===== config.mk =====
export PLATFORM = sky130hd
export DESIGN_NAME = neo_p2rom_fetch
export DESIGN_NICKNAME = d
export VERILOG_FILES = /design/src/rtl/neo_p2rom_pkg.sv /design/src/rtl/neo_strobe_sync.sv /design/src/rtl/neo_p2rom_fetch.sv
export SDC_FILE = /design/constraint.sdc
export NUM_CORES = 1
export LEC_CHECK = 0
export BUFFER_PORTS_ARGS = -buffer_cell sky130_fd_sc_hd__buf_2
export CAP_MARGIN = 20
export CORE_UTILIZATION = 40
export CTS_BUF_LIST = sky130_fd_sc_hd__clkbuf_4 sky130_fd_sc_hd__clkbuf_8 sky130_fd_sc_hd__clkbuf_16
export CTS_CLUSTER_SIZE = 30
export DETAILED_ROUTE_END_ITERATION = 10
export GPL_ROUTABILITY_DRIVEN = 0
export GPL_TIMING_DRIVEN = 0
export PLACE_DENSITY = 0.63
export SKIP_LAST_GASP = 1
export SYNTH_ARGS = -nofsm -noshare
export SYNTH_HDL_FRONTEND = slang
export SYNTH_SLANG_ARGS = --single-unit
export TNS_END_PERCENT = 1

===== constraint.sdc =====
create_clock -name CLK_24M -period 2.6 [get_ports CLK_24M]
set_input_delay 0.26 -clock CLK_24M [delete_from_list [all_inputs] [get_ports CLK_24M]]
set_output_delay 0.26 -clock CLK_24M [all_outputs]
set_load 0.03 [all_outputs]

===== src/rtl/neo_p2rom_pkg.sv =====
// Shared types and constants for the P2 ROM fetch path.
package neo_p2rom_pkg;
  typedef enum logic [1:0] {IDLE, CHECK, FETCH, HOLD} state_t;

  localparam int LINE_BYTES = 8;
  localparam int TAG_W      = 21;

  function automatic logic [15:0] line_word(input logic [63:0] line, input logic [1:0] sel);
    return line[{sel, 4'b0000} +: 16];
  endfunction
endpackage


===== src/rtl/neo_strobe_sync.sv =====
// Two-flop synchroniser for an active-low port strobe with falling-edge detect.
module neo_strobe_sync (
  input  logic clk_i,
  input  logic rst_n_i,
  input  logic strobe_n_i,
  output logic level_o,
  output logic fall_o
);
  logic [2:0] sync_q;

  always_ff @(posedge clk_i or negedge rst_n_i) begin
    if (!rst_n_i) sync_q <= 3'b111;
    else          sync_q <= {sync_q[1:0], strobe_n_i};
  end

  // sync_q[2] is the previous synchronised level, used only for edge detect
  assign level_o = sync_q[1];
  assign fall_o  = sync_q[2] & ~sync_q[1];
endmodule


===== src/rtl/neo_p2rom_fetch.sv =====
// 68K P2 port-window reads served from a one-line SDRAM buffer, with 4-word burst refill.
module neo_p2rom_fetch
  import neo_p2rom_pkg::*;
#(
  parameter logic [23:0] P2_BASE = 24'h200000,
  parameter int          TIMEOUT = 64
) (
  input  logic        nRESET,
  input  logic        CLK_24M,
  input  logic [23:0] P2_ADDR,
  input  logic        nPORTOEL,
  input  logic        nPORTOEU,
  input  logic        INVALIDATE,
  output logic [15:0] PROM_DATA,
  output logic        PORT_WAIT,
  output logic [23:0] SDRAM_ADDR,
  output logic        SDRAM_RD,
  input  logic        SDRAM_READY,
  input  logic [63:0] SDRAM_DQ
);
  localparam int CNT_W = $clog2(TIMEOUT);

  state_t             state_q, state_d;
  logic [23:1]        phys_q, phys_d;
  logic [63:0]        line_q, line_d;
  logic [TAG_W-1:0]   tag_q, tag_d;
  logic               valid_q, valid_d;
  logic [15:0]        prom_q, prom_d;
  logic               wait_q, wait_d;
  logic               rd_q, rd_d;
  logic [23:0]        saddr_q, saddr_d;
  logic [CNT_W-1:0]   cnt_q, cnt_d;

  logic               oe_lvl, oe_fall;
  logic [23:0]        phys_new;
  logic [TAG_W-1:0]   cur_tag;
  logic [1:0]         cur_word;
  logic               hit;
  logic               unused_addr0;

  assign unused_addr0 = P2_ADDR[0];

  neo_strobe_sync u_oe_sync (
    .clk_i      (CLK_24M),
    .rst_n_i    (nRESET),
    .strobe_n_i (nPORTOEL & nPORTOEU),
    .level_o    (oe_lvl),
    .fall_o     (oe_fall)
  );

  // Wraps modulo 2^24; carry-out intentionally dropped
  assign phys_new = P2_BASE + {P2_ADDR[23:1], 1'b0};
  assign cur_tag  = phys_q[23:3];
  assign cur_word = phys_q[2:1];
  assign hit      = valid_q && (tag_q == cur_tag) && !INVALIDATE;

  always_comb begin
    state_d = state_q;
    phys_d  = phys_q;
    line_d  = line_q;
    tag_d   = tag_q;
    valid_d = valid_q;
    prom_d  = prom_q;
    wait_d  = wait_q;
    rd_d    = rd_q;
    saddr_d = saddr_q;
    cnt_d   = cnt_q;
    case (state_q)
      IDLE: begin
        if (oe_fall) begin
          phys_d  = phys_new[23:1];
          wait_d  = 1'b1;
          state_d = CHECK;
        end
      end
      CHECK: begin
        if (hit) begin
          prom_d  = line_word(line_q, cur_word);
          wait_d  = 1'b0;
          state_d = HOLD;
        end else begin
          saddr_d = {cur_tag, 3'b000};
          rd_d    = 1'b1;
          cnt_d   = '0;
          state_d = FETCH;
        end
      end
      FETCH: begin
        if (SDRAM_READY) begin
          line_d  = SDRAM_DQ;
          valid_d = 1'b1;
          tag_d   = cur_tag;
          prom_d  = line_word(SDRAM_DQ, cur_word);
          rd_d    = 1'b0;
          wait_d  = 1'b0;
          state_d = HOLD;
        end else if (cnt_q == CNT_W'(TIMEOUT - 1)) begin
          rd_d    = 1'b0;
          prom_d  = 16'hFFFF;
          wait_d  = 1'b0;
          valid_d = 1'b0;
          state_d = HOLD;
        end else begin
          cnt_d   = cnt_q + 1'b1;
        end
      end
      HOLD: begin
        if (oe_lvl) state_d = IDLE;
      end
      default: state_d = IDLE;
    endcase
    // Invalidate wins over any fill, including one completing this cycle
    if (INVALIDATE) valid_d = 1'b0;
  end

  always_ff @(posedge CLK_24M or negedge nRESET) begin
    if (!nRESET) begin
      state_q <= IDLE;
      phys_q  <= '0;
      line_q  <= '0;
      tag_q   <= '0;
      valid_q <= 1'b0;
      prom_q  <= 16'hFFFF;
      wait_q  <= 1'b0;
      rd_q    <= 1'b0;
      saddr_q <= '0;
      cnt_q   <= '0;
    end else begin
      state_q <= state_d;
      phys_q  <= phys_d;
      line_q  <= line_d;
      tag_q   <= tag_d;
      valid_q <= valid_d;
      prom_q  <= prom_d;
      wait_q  <= wait_d;
      rd_q    <= rd_d;
      saddr_q <= saddr_d;
      cnt_q   <= cnt_d;
    end
  end

  assign PROM_DATA  = prom_q;
  assign PORT_WAIT  = wait_q;
  assign SDRAM_RD   = rd_q;
  assign SDRAM_ADDR = saddr_q;
endmodule


==> impl_metrics.csv <==
group,metric,value,unit
routing,drt_wl_total,18.4,mm
routing,wl_per_cell,19.1,um
yosys,synth_top_area_cell,"dfrtp_1",
power,power_density,1410,mW/mm^2
critical_path,crit_slowest_cell,"dlygate4sd3_1",
critical_path,cp_top_family,"buffers and inverters",
yosys,syn_area_per_cell,13.1,sq um
critical_path,cp_max_fo,10,
power,power_frac_comb,43.3,%
yosys,synth.area.top_cells,"dfrtp_1 (48%), mux2_2 (17%), dfstp_2 (6.8%), mux4_2 (3.7%), o21ai_0 (2.5%)",
cts,cts_max_path_buffers,2,
routing,ant_nets,0,
cts,h-tree-depth,4,
critical_path,path_cells,"dlygate4sd3_1, buf_2, nand2b_1, a2111oi_2, nand4_2, o31ai_4, o211a_1, buf_6, buf_8, mux2i_1",
critical_path,start_kind,"input port",
sta,slew_viol_final,0,
power,vdd_drop_max,0.594,mV
final_layout,final_cell_mix,"dfrtp_1 (140), buf_2 (135), mux2_2 (113), o21ai_0 (37), inv_1 (29)",
floorplanning,rows,49,
critical_path,worst-path-buf-inv,4,
yosys,synth_top_area_share,47.5,%
final_layout,design_area,0.00903,sq mm
sta,worstMarginPinSlew,0.862,ns
yosys,ys_ff_latch,159,
critical_path,arrival,2.93,ns
yosys,synthArstFlopShare,100,%
sta,clock_skew,0.00963,ns
power,p_switching,0.00476,W
routing,met1_length,7.80,mm
critical_path,path_class,"input port to register",
grt,grt_overflow,0,
power,swShare,37.5,%
sta,fmax,0.389,GHz
grt,grt_pass1_wl,28.4,mm
cts,worstSkewPairLatency,0.44,ns
cts,clk_pin_slew,0.06,ns
grt,grt_max_degree,94,
routing,drt_drc_violations_left,0,
floorplanning,ios,136,
sta,fin_tns_setup,0,ns
final_layout,layout-drive-gt1-share,45.1,%
routing,via_per_inst,5.41,
floorplanning,coreArea,0.0180,sq mm
sta,period_minus_slack,2.57,ns
yosys,syn_area,0.00737,sq mm
routing,drt_iter0_drc,336,
routing,vias,5220,
cts,cts_tree,"yes",
critical_path,timing.rr.start,"state_q[0]",
placement,portBuffers,131,
floorplanning,dieArea,0.0190,sq mm
flow_run,cap_violations,0,
sta,post-route-period-util,99.0,%
cts,cts_buffers,17,
critical_path,rr_worst_depth,8,
routing,highest_layer,"met4",
critical_path,worstSetupEndpointType,"register",
sta,hold_viol_final,0,
grt,antenna_found_initial,2,
sta,slew_headroom,42.6,%
outcome,status,"finished clean",
yosys,syn_inst,564,
placement,dpl_cell_area,0.00836,sq mm
grt,track_usage,20.4,%
power,p_int,0.00794,W
floorplanning,dieWidth,138,um
final_layout,nets,822,
yosys,synth_cell_types,49,
critical_path,setup.worst_path.start,"INVALIDATE",
critical_path,cp.depth,10,
sta,grt_setup_unrepaired,"yes",
yosys,synth-edff-count,0,
routing,wl_met2,9.12,mm
final_layout,final_common_cell,"dfrtp_1",
yosys,synth_ff_type,"dfrtp_1",
sta,setup_viol,0,
power,leakage,4.02,nW
min_path,hold_class,"input port to register",
cts,cts.sinks,159,
final_layout,area_growth,22.4,%
yosys,ys_seq_area_share,54.3,%
critical_path,rrSetupSlack,0.06,ns
power,p_clk_share,20.7,%
routing,drt_pre_antenna_iters,4,
placement,place_hpwl,13.3,mm
cts,root_buffer,"clkbuf_16",
critical_path,crit_end,"PROM_DATA[13]",
floorplanning,start_util,40.9,%
yosys,yosysWarnings,0,
grt,grt_pass1_vias,5421,
min_path,min_from,"P2_ADDR[10]",
routing,wl_met3,1.14,mm
critical_path,max_stage_delay,0.55,ns
power,seq_power_share,36.0,%
critical_path,timing.rr.end,"PROM_DATA[10]",
final_layout,fillers,1652,
floorplanning,die_height,138,um
critical_path,crit_required,2.96,ns
[routing by layer]
| layer | GRT usage [%] | up-vias |
|---|---|---|
| met2 | 33.1 | 152 |
| met5 | 0 | - |
| met3 | 4.42 | 24 |
| met1 | 26.3 | 2647 |
| li1 | - | 2397 |
| met4 | 8.33 | 0 |
[worst min-delay path by stage]
stage | to | slack (ns) | cells past startpoint
final | phys_q[10] | 0.06 | 2
after global routing | u_oe_sync.sync_q[0] | 0.05 | 2
after CTS | phys_q[7] | 0.05 | 2
after detailed placement | u_oe_sync.sync_q[1] | 0.35 | 0
after global placement | u_oe_sync.sync_q[1] | 0.35 | 0
after floorplan | PORT_WAIT | -0.04 | 0
[through the flow]
| step | std cells | total power (W) | utilization [%] | hold WS, ns | worst slack (ns) |
|---|---|---|---|---|---|
| 5_1_grt | 965 | 0.0135 | 50.1 | 0.0486 | -0.170 |
| 3_3_place_gp | 926 | 0.00983 | 46.2 | 0.349 | -1.01 |
| 4_1_cts | 963 | 0.0128 | 50.0 | 0.0472 | -0.0957 |
| 2_1_floorplan | 566 | 0.00851 | - | -0.0356 | 0.474 |
| 6_report | 965 | 0.0127 | 50.1 | 0.0581 | 0.0268 |
| 3_5_place_dp | 927 | 0.0101 | 46.4 | 0.349 | -0.169 |
[kinds of logic (layout without fill, tap and decap cells)]
| kind of cell | Yosys count | in the layout | synth area share [%] |
|---|---|---|---|
| flops | 159 | 159 | 54.3 |
| simple gates | 51 | 51 | 3.97 |
| other cells | 1 | 5 | 0.0509 |
| mux | 149 | 149 | 24.3 |
| fa+ha+maj | 7 | 7 | 1.19 |
| xor+xnor | 13 | 13 | 1.54 |
| buf+inv | 71 | 239 | 4.09 |
| compound gates | 113 | 113 | 10.6 |
[cells in the mapped netlist, types with 2 or more instances]
master	n
nand2b_1	9
clkbuf_1	28
ha_1	7
o22ai_1	27
and3_1	2
o221ai_1	21
o2111a_1	2
nor2b_1	2
mux2i_1	17
dfrtp_1	140
buf_4	3
nand3_1	4
buf_2	4
a221oi_1	2
nor4_2	2
nor2_1	3
inv_1	29
nand2_1	16
or4_1	3
nor4_1	2
mux2_1	7
a21oi_1	3
o31ai_1	2
buf_1	5
xor2_1	12
dfstp_2	19
mux2_2	113
nand4_1	3
o211ai_1	10
o21ai_0	37
mux4_2	12
[repair_timing]
item,in CTS,in global routing
hold buffers,2,0
pin swaps,1,0
setup buffers,2,0
setup endpoints to repair,54,56
resized for setup,2,5
hold endpoints to repair,84,0
[registers in the layout (all words and copies together), names as in the netlist]
register	cells
u_oe_sync.sync_q	3
PORT_WAIT	1
SDRAM_RD	1
line_q	64
state_q	2
SDRAM_ADDR	21
tag_q	21
phys_q	23
PROM_DATA	16
valid_q	1
cnt_q	6
[power by group through the flow]
stage | Sequential (W) | Combinational [W] | Clock [W]
floorplan | 0.00502 | 0.00349 | 0
global placement | 0.00451 | 0.00532 | 0
detailed placement | 0.00459 | 0.00550 | 0
CTS | 0.00456 | 0.00555 | 0.00268
global route | 0.00472 | 0.00596 | 0.00277
finish | 0.00457 | 0.00550 | 0.00263
[cell type report]
class,instances,area [sq um],share of cell area (%)
clock inverter,11,165,1.83
tap,229,287,3.17
inverter,29,109,1.21
timing repair buffer,136,724,8.03
sequential,159,4000,44.3
clock buffer,21,455,5.05
antenna,2,5.00,0.0554
buffer,42,200,2.22
multi-input combinational,336,3080,34.1
Note: power is estimated with default switching activity, not from simulation.
